===== src/rtl/tg_sink_pkg.sv =====
// Shared definitions for the traffic-generator packet sink: flit field positions,
// FSM state type and rx_error bit indices.
package tg_sink_pkg;

   localparam int FLIT_W      = 36;
   localparam int BIT_VALID   = 35;
   localparam int BIT_HEAD    = 34;
   localparam int BIT_TAIL    = 33;
   localparam int BIT_MEASURE = 32;
   localparam int DEST_MSB    = 31;
   localparam int DEST_LSB    = 24;
   localparam int TS_MSB      = 23;
   localparam int TS_LSB      = 14;
   localparam int PSIZE_MSB   = 13;
   localparam int PSIZE_LSB   = 4;
   localparam int PSIZE_W     = PSIZE_MSB - PSIZE_LSB + 1;

   typedef enum logic {
      IDLE = 1'b0,
      RECV = 1'b1
   } sink_state_e;

   localparam int ERR_DEST = 0;
   localparam int ERR_SEQ  = 1;
   localparam int ERR_LEN  = 2;

endpackage


===== src/rtl/tg_sink_stats.sv =====
// Receive statistics for the packet sink: packet counters, saturating latency sum,
// last latency and, with TG_SINK_MAX_LATENCY_EN defined, the maximum latency.
module tg_sink_stats #(
   parameter int TS_WIDTH  = 10,
   parameter int CNT_WIDTH = 16,
   parameter int SUM_WIDTH = 32
) (
   input  logic                 clock,
   input  logic                 reset,
   input  logic                 clear,
   input  logic                 done,
   input  logic                 measure,
   input  logic [TS_WIDTH-1:0]  latency,
   output logic                 packet_done,
   output logic [CNT_WIDTH-1:0] rx_packets,
   output logic [CNT_WIDTH-1:0] rx_measured,
   output logic [SUM_WIDTH-1:0] latency_sum,
   output logic [TS_WIDTH-1:0]  last_latency,
   output logic [TS_WIDTH-1:0]  max_latency
);

   logic                 packet_done_q, packet_done_d;
   logic [CNT_WIDTH-1:0] rx_packets_q, rx_packets_d;
   logic [CNT_WIDTH-1:0] rx_measured_q, rx_measured_d;
   logic [SUM_WIDTH-1:0] latency_sum_q, latency_sum_d;
   logic [TS_WIDTH-1:0]  last_latency_q, last_latency_d;
   logic [SUM_WIDTH:0]   sum_ext;

   // clear overrides a coincident completion, but the done pulse still goes out
   always_comb begin
      packet_done_d  = done;
      rx_packets_d   = rx_packets_q;
      rx_measured_d  = rx_measured_q;
      latency_sum_d  = latency_sum_q;
      last_latency_d = last_latency_q;
      sum_ext        = {1'b0, latency_sum_q} + {{(SUM_WIDTH + 1 - TS_WIDTH){1'b0}}, latency};
      if (done) begin
         rx_packets_d = rx_packets_q + 1'b1;
         if (measure) begin
            rx_measured_d  = rx_measured_q + 1'b1;
            last_latency_d = latency;
            latency_sum_d  = sum_ext[SUM_WIDTH] ? {SUM_WIDTH{1'b1}} : sum_ext[SUM_WIDTH-1:0];
         end
      end
      if (clear) begin
         rx_packets_d   = '0;
         rx_measured_d  = '0;
         latency_sum_d  = '0;
         last_latency_d = '0;
      end
   end

   always_ff @(posedge clock) begin
      if (reset) begin
         packet_done_q  <= 1'b0;
         rx_packets_q   <= '0;
         rx_measured_q  <= '0;
         latency_sum_q  <= '0;
         last_latency_q <= '0;
      end else begin
         packet_done_q  <= packet_done_d;
         rx_packets_q   <= rx_packets_d;
         rx_measured_q  <= rx_measured_d;
         latency_sum_q  <= latency_sum_d;
         last_latency_q <= last_latency_d;
      end
   end

   assign packet_done  = packet_done_q;
   assign rx_packets   = rx_packets_q;
   assign rx_measured  = rx_measured_q;
   assign latency_sum  = latency_sum_q;
   assign last_latency = last_latency_q;

`ifdef TG_SINK_MAX_LATENCY_EN
   logic [TS_WIDTH-1:0] max_latency_q, max_latency_d;

   always_comb begin
      max_latency_d = max_latency_q;
      if (done && measure && (latency > max_latency_q)) begin
         max_latency_d = latency;
      end
      if (clear) begin
         max_latency_d = '0;
      end
   end

   always_ff @(posedge clock) begin
      if (reset) begin
         max_latency_q <= '0;
      end else begin
         max_latency_q <= max_latency_d;
      end
   end

   assign max_latency = max_latency_q;
`else
   assign max_latency = '0;
`endif

endmodule


===== src/rtl/tg_packet_sink.sv =====
// Packet sink: reassembles ejected flits, checks dest/sequence/length and feeds
// tg_sink_stats. Optional max-latency tracking via TG_SINK_MAX_LATENCY_EN.
module tg_packet_sink
   import tg_sink_pkg::*;
#(
   parameter int TS_WIDTH  = 10,
   parameter int CNT_WIDTH = 16,
   parameter int SUM_WIDTH = 32
) (
   input  logic                 clock,
   input  logic                 reset,
   input  logic                 enable,
   input  logic [7:0]           my_addr,
   input  logic [TS_WIDTH-1:0]  sim_time,
   input  logic                 clear_stats,
   input  logic [FLIT_W-1:0]    flit_in,
   output logic                 packet_done,
   output logic [CNT_WIDTH-1:0] rx_packets,
   output logic [CNT_WIDTH-1:0] rx_measured,
   output logic [SUM_WIDTH-1:0] latency_sum,
   output logic [TS_WIDTH-1:0]  last_latency,
   output logic [2:0]           rx_error,
   output logic [TS_WIDTH-1:0]  max_latency
);

   sink_state_e          state_q, state_d;
   logic [PSIZE_W-1:0]   remaining_q, remaining_d;
   logic                 measure_q, measure_d;
   logic                 dest_ok_q, dest_ok_d;
   logic [TS_WIDTH-1:0]  ts_q, ts_d;
   logic [2:0]           err_q, err_d;

   logic                 accept, start_head;
   logic                 f_head, f_tail, f_measure, f_dest_ok;
   logic [TS_WIDTH-1:0]  f_ts;
   logic [PSIZE_W-1:0]   f_psize;
   logic                 cmp_done, cmp_measure;
   logic [TS_WIDTH-1:0]  cmp_ts, cmp_latency;
   logic                 unused_rsvd;

   assign accept      = enable & flit_in[BIT_VALID];
   assign f_head      = flit_in[BIT_HEAD];
   assign f_tail      = flit_in[BIT_TAIL];
   assign f_measure   = flit_in[BIT_MEASURE];
   assign f_dest_ok   = (flit_in[DEST_MSB:DEST_LSB] == my_addr);
   assign f_ts        = TS_WIDTH'(flit_in[TS_MSB:TS_LSB]);
   assign f_psize     = flit_in[PSIZE_MSB:PSIZE_LSB];
   assign unused_rsvd = ^flit_in[PSIZE_LSB-1:0];

   // A head seen mid-packet abandons the current packet and restarts as an IDLE head
   always_comb begin
      state_d     = state_q;
      remaining_d = remaining_q;
      measure_d   = measure_q;
      dest_ok_d   = dest_ok_q;
      ts_d        = ts_q;
      err_d       = err_q;
      start_head  = 1'b0;
      cmp_done    = 1'b0;
      cmp_measure = measure_q;
      cmp_ts      = ts_q;
      if (accept) begin
         unique case (state_q)
            IDLE: begin
               if (f_head) start_head = 1'b1;
               else        err_d[ERR_SEQ] = 1'b1;
            end
            RECV: begin
               if (f_head) begin
                  err_d[ERR_SEQ] = 1'b1;
                  start_head     = 1'b1;
                  state_d        = IDLE;
               end else if (remaining_q == PSIZE_W'(1)) begin
                  state_d = IDLE;
                  if (f_tail) cmp_done = dest_ok_q;
                  else        err_d[ERR_LEN] = 1'b1;
               end else if (f_tail) begin
                  err_d[ERR_LEN] = 1'b1;
                  state_d        = IDLE;
               end else begin
                  remaining_d = remaining_q - PSIZE_W'(1);
               end
            end
            default: state_d = IDLE;
         endcase
         if (start_head) begin
            measure_d   = f_measure;
            ts_d        = f_ts;
            dest_ok_d   = f_dest_ok;
            remaining_d = f_psize - PSIZE_W'(1);
            if (!f_dest_ok) err_d[ERR_DEST] = 1'b1;
            if (f_psize == '0) begin
               err_d[ERR_LEN] = 1'b1;
               state_d        = IDLE;
            end else if (f_psize == PSIZE_W'(1)) begin
               state_d = IDLE;
               if (f_tail) begin
                  cmp_done    = f_dest_ok;
                  cmp_measure = f_measure;
                  cmp_ts      = f_ts;
               end else begin
                  err_d[ERR_LEN] = 1'b1;
               end
            end else begin
               state_d = RECV;
            end
         end
      end
      if (clear_stats) err_d = '0;
      cmp_latency = sim_time - cmp_ts;
   end

   always_ff @(posedge clock) begin
      if (reset) begin
         state_q     <= IDLE;
         remaining_q <= '0;
         measure_q   <= 1'b0;
         dest_ok_q   <= 1'b0;
         ts_q        <= '0;
         err_q       <= '0;
      end else begin
         state_q     <= state_d;
         remaining_q <= remaining_d;
         measure_q   <= measure_d;
         dest_ok_q   <= dest_ok_d;
         ts_q        <= ts_d;
         err_q       <= err_d;
      end
   end

   assign rx_error = err_q;

   tg_sink_stats #(
      .TS_WIDTH  (TS_WIDTH),
      .CNT_WIDTH (CNT_WIDTH),
      .SUM_WIDTH (SUM_WIDTH)
   ) u_stats (
      .clock        (clock),
      .reset        (reset),
      .clear        (clear_stats),
      .done         (cmp_done),
      .measure      (cmp_measure),
      .latency      (cmp_latency),
      .packet_done  (packet_done),
      .rx_packets   (rx_packets),
      .rx_measured  (rx_measured),
      .latency_sum  (latency_sum),
      .last_latency (last_latency),
      .max_latency  (max_latency)
   );

endmodule


===== config.mk =====
export PLATFORM = sky130hd
export DESIGN_NAME = tg_packet_sink
export DESIGN_NICKNAME = d
export VERILOG_FILES = /design/src/rtl/tg_sink_pkg.sv /design/src/rtl/tg_sink_stats.sv /design/src/rtl/tg_packet_sink.sv
export SDC_FILE = /design/constraint.sdc
export NUM_CORES = 1
export LEC_CHECK = 0
export ABC_AREA = 1
export BUFFER_PORTS_ARGS = -buffer_cell sky130_fd_sc_hd__buf_2
export CAP_MARGIN = 10
export CORE_AREA = 2 2 136 138
export CTS_CLUSTER_DIAMETER = 120
export DETAILED_ROUTE_END_ITERATION = 8
export DIE_AREA = 0 0 138 140
export HOLD_SLACK_MARGIN = 0.15
export PLACE_DENSITY_LB_ADDON = 0.2
export REMOVE_ABC_BUFFERS = 1
export SYNTH_ARGS = -nofsm -noshare
export SYNTH_HDL_FRONTEND = slang
export SYNTH_SLANG_ARGS = --single-unit

===== constraint.sdc =====
create_clock -name clock -period 5.3 [get_ports clock]
set_input_delay 0.53 -clock clock [delete_from_list [all_inputs] [get_ports clock]]
set_output_delay 0.53 -clock clock [all_outputs]
set_load 0.05 [all_outputs]

After elaboration in Yosys (flattened, before gate mapping):

Cells that the tools add are included.

* output and inout port bits: 88
* word-level logic and storage cells: 84
* register bits: 101
* input bits: 58

* bitwise gates (word level): 3
* multiplexer cells: 46
* eq/ne operators: 8
* add/subtract/negate cells: 6
* reduce and logical (&&, ||, !) cells: 8

Operators with widths (count)
* 10-bit two-way mux: 10
* 1-bit two-way mux: 34
* 32-bit by 10-bit adder with 33-bit output: 1
* 16-bit by 1-bit adder with 16-bit output (second input constant): 2
* 32-bit two-way mux: 1
* 10-bit by 1-bit == test with 1-bit output (second input constant): 2
* 10-bit by 1-bit subtractor with 10-bit output (second input constant): 2
* 10-bit logical NOT: 1
* 10-bit subtractor: 1
* 8-bit == test: 1
* 2-bit by 1-bit inequality test with 1-bit output (second input constant): 3
* 3-bit AND reduction: 2
* 5-bit AND reduction: 1
* 2-bit inequality test (second input constant): 2
* 2-bit AND reduction: 2
* 1-bit NOT: 2
* 1-bit case mux with 2 select lines: 1
* 2-bit nonzero test: 1
* 2-bit OR reduction: 1
* 1-bit AND: 1

Logic depth before layout (Yosys ltp):

Gate-level depths: netlist (run 1).

* depth after elaboration: 10
* mapped depth: 32
* gate-level depth less buffers: 32

Hierarchy:

From an unflattened synthesis (run 1), not the netlist that was laid out.

* cells, all modules: 1016
* area, all modules: 6695.2 um^2

By module, submodules not included
* tg_sink_stats: cells each 658, seq. area each 1501.4 um^2, area an instance 4395.5 um^2, times used 1
* tg_packet_sink: cells each 358, seq. area each 520.5 um^2, area an instance 2299.7 um^2, times used 1

Worst setup path before layout (run 1):

OpenSTA, ideal clock, no wires.

* path type: input to register
* start: input flit_in[5]
* end: register u_stats.latency_sum_q[18] (netlist: u_stats.latency_sum[18])
* buffers on the path: 2
* slack: 1.040 ns
* stages: 29
* setup time: 0.058 ns
* arrival time: 4.203 ns
* data required time: 5.242 ns
* path through: inv_1 -> ha_1 -> nand2_1 -> nor3_2 -> nand3_2 -> clkbuf_1 -> o21ai_0 -> ha_1 -> a21o_1 -> nand3_1 -> nand2_1 -> a21oi_1 -> o21bai_1 -> xor2_1 -> inv_1 -> ha_1 -> nand2_1 -> nor2_1 -> nand2_1 -> nand2_1 -> nand2_1 -> a21boi_1 -> nand3_2 -> inv_2 -> nand2_1 -> buf_2 -> nand2_1 -> o21ai_1 -> inv_1

* longest elaborated chain between the ends: 8
* elaborated cells on any way between the ends: 18
* those cells by class: 2 x add/sub; 1 x eq/ne; 13 x mux; 2 x reduce/logical

Ends and longest elaborated chain
* from (decl): RTL line tg_packet_sink.sv:16 `input logic [FLIT_W-1:0] flit_in,`
* 10-bit by 1-bit == test with 1-bit output: RTL line tg_packet_sink.sv:95 `end else if (f_psize == PSIZE_W'(1)) begin`
* 10-bit two-way mux: RTL line tg_packet_sink.sv:95
* 10-bit two-way mux (*): RTL line tg_packet_sink.sv:92 `if (f_psize == '0) begin`
* 10-bit two-way mux (*): RTL line tg_packet_sink.sv:86 `if (start_head) begin`
* 10-bit two-way mux (*): RTL line tg_packet_sink.sv:62 `if (accept) begin`
* 10-bit subtractor (*): RTL line tg_packet_sink.sv:110 `cmp_latency = sim_time - cmp_ts;`
* via cmp_latency[7]: RTL line tg_packet_sink.sv:38 `logic [TS_WIDTH-1:0] cmp_ts, cmp_latency;`
* 32-bit by 10-bit adder with 33-bit output (*): RTL line tg_sink_stats.sv:36 `sum_ext = {1'b0, latency_sum_q} + {{(SUM_WIDTH + 1 - TS_WIDTH){1'b0}}, latency};`
* 32-bit two-way mux (*): RTL line tg_sink_stats.sv:42 `latency_sum_d = sum_ext[SUM_WIDTH] ? {SUM_WIDTH{1'b1}} : sum_ext[SUM_WIDTH-1:0];`
* to (signal assigned): RTL line tg_sink_stats.sv:64 `latency_sum_q <= latency_sum_d;`
* to (decl): RTL line tg_sink_stats.sv:25 `logic [SUM_WIDTH-1:0] latency_sum_q, latency_sum_d;`

Mark *: on every way through the listed nets, which the timed path passes. The rest lies on a longest branch.
A chain may end at the register's enable or synchronous reset.

Final worst setup path (run 1):

* start: input flit_in[5]
* end: register u_stats.latency_sum_q[29] (netlist: u_stats.latency_sum[29])

Same word-level chain as after synthesis.

==> flow_summary.json, run 1 <==
{
  "status": "finished clean",
  "ant_nets": 0,
  "yosysSeqAreaShare": 0.318,
  "rows": 49,
  "fin_setup_tns_ps": 0,
  "synth.most_common_cell": "nand2_1",
  "peakVddDrop_uv": 129,
  "cts_resized": 0,
  "fp.dieH_microns": 140,
  "grt_max_degree": 59,
  "rsz0062_at_grt": "no",
  "track_usage": 0.169,
  "worst_pin_slew_ps": 784,
  "p_leak_nw": 3.54,
  "grt_pass1_vias": 5826,
  "drv_cap": 0,
  "rr_worst_depth": 23,
  "synth.area.top_cells": "dfxtp_1 32%, nand2_1 11%, inv_1 7.7%",
  "worst-path-max-fanout": 5,
  "numClockSinks": 101,
  "die_w_microns": 138,
  "finalHoldViolations": 0,
  "synth_edf_count": 0,
  "dp_hpwl_microns": 12500,
  "worstSetupPathType": "in -> reg",
  "drt_wl_total_microns": 16200,
  "layout_setup_ws_ps": 573,
  "nets": 1156,
  "ys_ff_latch": 101,
  "htreeDepth": 3,
  "wl_per_cell_microns": 12.5,
  "gp_congestion": 0.835,
  "period_share": 0.892,
  "placed_cell_area_sq_um": 7210,
  "cp_data_required_time_ps": 5520,
  "crit_cells": 30,
  "min_period_ps": 4730,
  "clkLatencyLatePin_ps": 350,
  "dr.pass1.iters": 5,
  "yosysTopAreaCell": "dfxtp_1",
  "final_max_slew_viol_count": 0,
  "port_buffers": 131,
  "ios": 146,
  "r2r_setup_slack_ps": 1350,
  "critPathMaxStageDelay_ps": 410,
  "critPathLaunchType": "input pin",
  "finalInstanceArea_sq_um": 7500,
  "worst-path-buf-inv": 5,
  "synth_area_sq_um": 6360,
  "grt_pass1_wl_microns": 27400,
  "endpoint_kind": "flip-flop",
  "vias_per_cell": 4.76,
  "synth-main-ff-cell": "dfxtp_1",
  "path_common_cell": "nand2_1",
  "vias": 6197,
  "post-route-drc-count": 0,
  "critical_path.endpoint": "u_stats.latency_sum[29]",
  "antenna_found_initial": 0,
  "clkTransAtPathRegs_ps": 70,
  "setup_viol": 0,
  "synth-warning-count": 0,
  "root_buffer": "clkbuf_16",
  "synth_cell_types": 51,
  "slew_headroom": 0.476,
  "r2r_end": "u_stats.latency_sum[29]",
  "crit_family": "simple AND/OR/NAND/NOR gates",
  "reg2reg_from": "ts_q[0]",
  "initial_core_util": 0.357,
  "die_area_sq_um": 19300,
  "cp-startpoint": "flit_in[5]",
  "synthesis.instances": 943,
  "dp_slack_ps": 181,
  "cts_buffers": 9,
  "diodes": 0,
  "crit_arrival_ps": 4950,
  "power_density_nw_per_um2": 226,
  "clk_path_buf_depth": 2,
  "core_region_area_sq_um": 17800,
  "cts_setup_buffers": 0,
  "synth-async-reset-ratio": 0,
  "overflow": 0,
  "cts_hold_buf": 0,
  "drive_gt1_frac": 0.185,
  "timing.fmax_mhz": 212,
  "hp-class": "reg -> reg",
  "synth_area_per_cell_sq_um": 6.74,
  "drtIter0Drc": 274,
  "synthToLayoutAreaGrowth_pct": 18.0,
  "cpMaxStageDelayCell": "fa_1",
  "ys_top_cells_by_count": "185 x nand2_1, 131 x inv_1, 101 x dfxtp_1",
  "cts_tree": "yes",
  "synth_top_area_share": 0.318,
  "fin_worst_skew_ps": 11.7
}
## power breakdown
part / internal (mW) / switching [mW] / total [mW] / leakage [nW]
combinational: 0.0900 / 0.160 / 0.250 / 2.58
sequential: 0.768 / 0.00548 / 0.773 / 0.816
clock: 0.376 / 0.295 / 0.671 / 0.145
## registers in the layout (all words and copies together) (netlist names)
register and cells:
state_q 1, rx_error 3, u_stats.rx_packets 16, remaining_q 10, u_stats.rx_measured 16, u_stats.last_latency 10, ts_q 10, measure_q 1
u_stats.latency_sum 32, dest_ok_q 1, u_stats.packet_done 1
## final cells by class
type	count	area, sq um
Multi-Input combinational cell	679	3660
Clock inverter	4	48.8
Clock buffer	11	243
Inverter	140	527
Sequential cell	101	2020
Tap cell	229	287
Fill cell	1970	10300
Timing Repair Buffer	138	708
## cell usage in the layout, fill, tap and decap left out, types with 2 or more instances in the layout
master and instances:
buf_4 7, nor4_1 6, o21bai_1 2, o21a_1 2, clkinv_1 2, o211ai_1 5
fa_1 2, nand2_1 185, nand3b_1 5, a31oi_1 10, a21oi_1 70, o21ai_1 13
clkinv_2 3, a21oi_2 2, a21o_1 2, inv_1 131, clkbuf_16 9, nor2_2 6
nor3_2 2, nand2_2 6, conb_1 10, ha_1 27, nand3_1 56, a211oi_1 7
nand4_1 11, xor2_1 15, nor2_4 9, nor3_1 19, o21ai_0 72, nor2_1 99
nand3_2 6, xnor2_1 12, inv_2 6, nand2_4 3, or2_2 2, dfxtp_1 101
buf_2 131
## cells by family after synthesis
group,after synthesis,share of synthesized area
simple gates,421,0.307
buf+inv,172,0.112
xor+xnor,27,0.0372
fa+ha+maj,29,0.0594
compound gates,192,0.165
flops,101,0.318
other cells,1,0.000590
## worst min-delay path by stage
stage / from / end / slack, ps / cells after the start
after detailed placement: rx_error[0] / rx_error[0] / 440 / 2
after global placement: ts_q[0] / ts_q[0] / 440 / 2
final: rx_error[0] / rx_error[0] / 450 / 2
after floorplan: ts_q[0] / ts_q[0] / 420 / 2
after CTS: rx_error[0] / rx_error[0] / 450 / 2
after global routing: ts_q[3] / ts_q[3] / 470 / 2
## through the flow
step           instances  hold WS (ps)  power (mW)  utilization
6_report            1302           451        1.70        0.422
5_1_grt             1302           468        1.78        0.422
4_1_cts             1302           454        1.72        0.422
3_5_place_dp        1287           444        1.04        0.405
3_3_place_gp        1287           437        1.04        0.405
2_1_floorplan        920           425       0.971            -
## layer usage
metal | vias to the layer above | track usage | routed length (microns)
met5 | - | 0 | 0
met1 | 2778 | 0.216 | 7780
met3 | 16 | 0.0239 | 510
li1 | 3306 | - | -
met2 | 97 | 0.297 | 7720
met4 | 0 | 0.0489 | 238
## worst reg2reg max path, delay by kind of cell, from the launching register on
family,cells,cell delay (ps)
flops,1,310
compound gates,6,1140
simple gates,10,1010
buf+inv,3,190
fa+ha+maj,3,950
xor+xnor,1,220
Power figures use the tool's default switching activity.
==> run 2: changes to the inputs <==
--- a/config.mk
+++ b/config.mk
@@ -8,13 +8,14 @@
 export ABC_AREA = 1
 export BUFFER_PORTS_ARGS = -buffer_cell sky130_fd_sc_hd__buf_2
 export CAP_MARGIN = 10
-export CORE_AREA = 2 2 136 138
+export CORE_AREA = 2 2 140 142
 export CTS_CLUSTER_DIAMETER = 120
 export DETAILED_ROUTE_END_ITERATION = 8
-export DIE_AREA = 0 0 138 140
+export DIE_AREA = 0 0 142 144
 export HOLD_SLACK_MARGIN = 0.15
 export PLACE_DENSITY_LB_ADDON = 0.2
 export REMOVE_ABC_BUFFERS = 1
 export SYNTH_ARGS = -nofsm -noshare
 export SYNTH_HDL_FRONTEND = slang
+export SYNTH_HIERARCHICAL = 1
 export SYNTH_SLANG_ARGS = --single-unit
==> run 2 against run 1 <==
  * Critical path depth fell by 2
  * Count of clock-buffer cells in the layout decreased by 2
  * Clock skew shrank 2.8 ps
  * Worst hold slack worse by 11 ps
  * First-iteration DRC count fell by 8.8%
  * Area after synthesis is 5.3% higher
  * Sequential cell count did not move
  * Wire length rose by 4.7%
  * Design area is 3.7% higher
  * Die area rose by 5.8%
  * Highest routed layer unchanged
==> flow_summary.json, run 2 <==
{
  "finalInstanceArea_sq_um": 7770,
  "die_area_sq_um": 20400,
  "diodes": 0,
  "clkTransAtPathRegs_ps": 70,
  "grt-busiest-layer": "met2",
  "power_density_nw_per_um2": 219,
  "crit_arrival_ps": 4920,
  "synth_area_per_cell_sq_um": 6.59,
  "cp_data_required_time_ps": 5600,
  "synthesis.instances": 1016,
  "mostFrequentLayoutCell": "nand2_1",
  "cts_setup_buffers": 0,
  "synth_area_sq_um": 6700,
  "critPathLaunchType": "input pin",
  "setup_viol": 0,
  "initial_core_util": 0.351,
  "min_period_ps": 4620,
  "synth_edf_count": 0,
  "dr.pass1.iters": 5,
  "die_w_microns": 142,
  "rows": 51,
  "peakVddDrop_uv": 117,
  "met1_usage": 0.220,
  "clk_path_buf_depth": 2,
  "fin_worst_skew_ps": 8.86,
  "endpoint_kind": "flip-flop",
  "slew_headroom": 0.426,
  "synth-async-reset-ratio": 0,
  "gp_congestion": 0.868,
  "finalPower_mw": 1.70,
  "fin_setup_tns_ps": 0,
  "synth_top_area_share": 0.302,
  "track_usage": 0.169,
  "wl_per_cell_microns": 12.4,
  "synth-warning-count": 6,
  "synth-main-ff-cell": "dfxtp_1",
  "drt_wl_total_microns": 17000,
  "p_int_mw": 1.22,
  "core_region_area_sq_um": 19100,
  "p_sw_uw": 477,
  "drv_cap": 0,
  "final_cell_mix": "213 x nand2_1, 142 x inv_1, 131 x buf_2",
  "port_buffers": 131,
  "timing.fmax_mhz": 216,
  "use_met2": 0.292,
  "synth.area.top_cells": "dfxtp_1 30%, nand2_1 12%, inv_1 8.0%",
  "clockPowerShare": 0.388,
  "period_share": 0.872,
  "synth_cell_types": 48,
  "clkLatencyLatePin_ps": 350,
  "worstSetupPathType": "in -> reg",
  "fin_hold_ws_ps": 441,
  "dp_hpwl_microns": 12900,
  "ys_ff_latch": 101,
  "finalHoldViolations": 0,
  "drive_gt1_frac": 0.188,
  "final_max_slew_viol_count": 0,
  "cts_buffers": 9,
  "use_met3": 0.0252,
  "vias": 6481,
  "drtIter0Drc": 250,
  "combPwrFrac": 0.157,
  "synth.most_common_cell": "nand2_1",
  "largest_register_ffs": 32,
  "grt_max_degree": 61,
  "status": "finished clean",
  "post-route-drc-count": 0,
  "placed_cell_area_sq_um": 7490,
  "cts_tree": "yes",
  "ios": 146,
  "ys_top_cells_by_count": "213 x nand2_1, 142 x inv_1, 128 x nor2_1",
  "rsz0062_at_grt": "no",
  "yosysSeqAreaShare": 0.302,
  "htreeDepth": 3,
  "fp.dieH_microns": 144,
  "cts_resized": 0,
  "nets": 1222,
  "switching_share": 0.281,
  "ant_nets": 0,
  "grt_pass1_wl_microns": 28100,
  "numClockSinks": 101,
  "seqPwrFrac": 0.455,
  "fill_cells": 2075,
  "synthToLayoutAreaGrowth_pct": 16.1,
  "root_buffer": "clkbuf_16",
  "worst_pin_slew_ps": 861,
  "cts_hold_buf": 0,
  "p_leak_nw": 3.77,
  "overflow": 0,
  "grt_pass1_vias": 5876,
  "hp-class": "in -> reg",
  "yosysTopAreaCell": "dfxtp_1",
  "vias_per_cell": 4.71,
  "worst-path-max-fanout": 20,
  "antenna_found_initial": 0
}
[run 2: cell count changes after synthesis, moves of 8 or more]
cell,delta
nand2_1,+28
nor3_1,-9
nand3_1,+10
a31oi_1,-8
inv_1,+11
nor2_1,+28
nand3_2,+9
[run 2: area by class of cell]
cell class	instances	area, sq um	share of cell area
Multi-Input combinational cell	743	3950	0.508
Sequential cell	101	2020	0.260
Timing Repair Buffer	133	671	0.0863
Inverter	147	557	0.0716
Tap cell	238	298	0.0383
Clock buffer	9	225	0.0290
Clock inverter	4	52.6	0.00676
[run 2: power by group through the flow]
stage | sequential (mW) | combinational, mW | clock [mW]
2_1_floorplan | 0.791 | 0.190 | 0
3_3_place_gp | 0.791 | 0.265 | 0
3_5_place_dp | 0.791 | 0.266 | 0
4_1_cts | 0.773 | 0.267 | 0.682
5_1_grt | 0.774 | 0.303 | 0.709
6_report | 0.773 | 0.266 | 0.659
[run 2: cells by family (layout without fill, tap and decap cells)]
| logic type | after synthesis | in the layout | synth area share |
|---|---|---|---|
| DFF | 101 | 101 | 0.302 |
| adders and majority gates | 29 | 29 | 0.0564 |
| and+or+nand+nor | 497 | 497 | 0.348 |
| other | 1 | 10 | 0.000560 |
| AOI/OAI and AO/OA | 177 | 177 | 0.139 |
| xor gates and xnor gates | 30 | 30 | 0.0392 |
| buffers and inverters | 181 | 293 | 0.115 |
[run 2: metal layers]
layer | routed length, microns | share of wire
met4 | 196 | 0.012
met3 | 615 | 0.036
met2 | 7980 | 0.47
met5 | 0 | 0
met1 | 8220 | 0.48
[run 2: metrics by stage]
| step | utilization | instances | setup WS, ps |
|---|---|---|---|
| 5_1_grt | 0.407 | 1375 | 238 |
| 3_3_place_gp | 0.393 | 1362 | 431 |
| 2_1_floorplan | - | 991 | 1160 |
| 4_1_cts | 0.407 | 1375 | 736 |
| 3_5_place_dp | 0.393 | 1362 | 380 |
| 6_report | 0.407 | 1375 | 678 |
[run 2: path summary, 6_finish.rpt]
kind	startpoint	to	slack, ps	cells after the start
max	flit_in[4]	u_stats/latency_sum[20]	680	28
max reg2reg	ts_q[0]	u_stats/latency_sum[25]	1610	22
min reg2reg	measure_q	measure_q	450	2
min	flit_in[23]	ts_q[9]	440	3
[run 2: worst max-delay path, cell delays in order]
cell and delay, ps:
buf_2 90, inv_1 90, ha_1 220, nand2_1 100, nor2_2 60, nor2_2 110
nand3_2 120, inv_2 270, nand2_1 80, o21ai_1 80, inv_1 50, ha_1 360
nand2_1 90, o21ai_0 270, nand2_1 90, nand3_1 140, inv_1 50, nand3_1 80
nand2_1 150, ha_1 420, nand2_1 130, nor2_1 160, nand3_1 110, nand2_2 210
nand3_2 460, nand3_1 240, nand2_1 70, inv_1 60
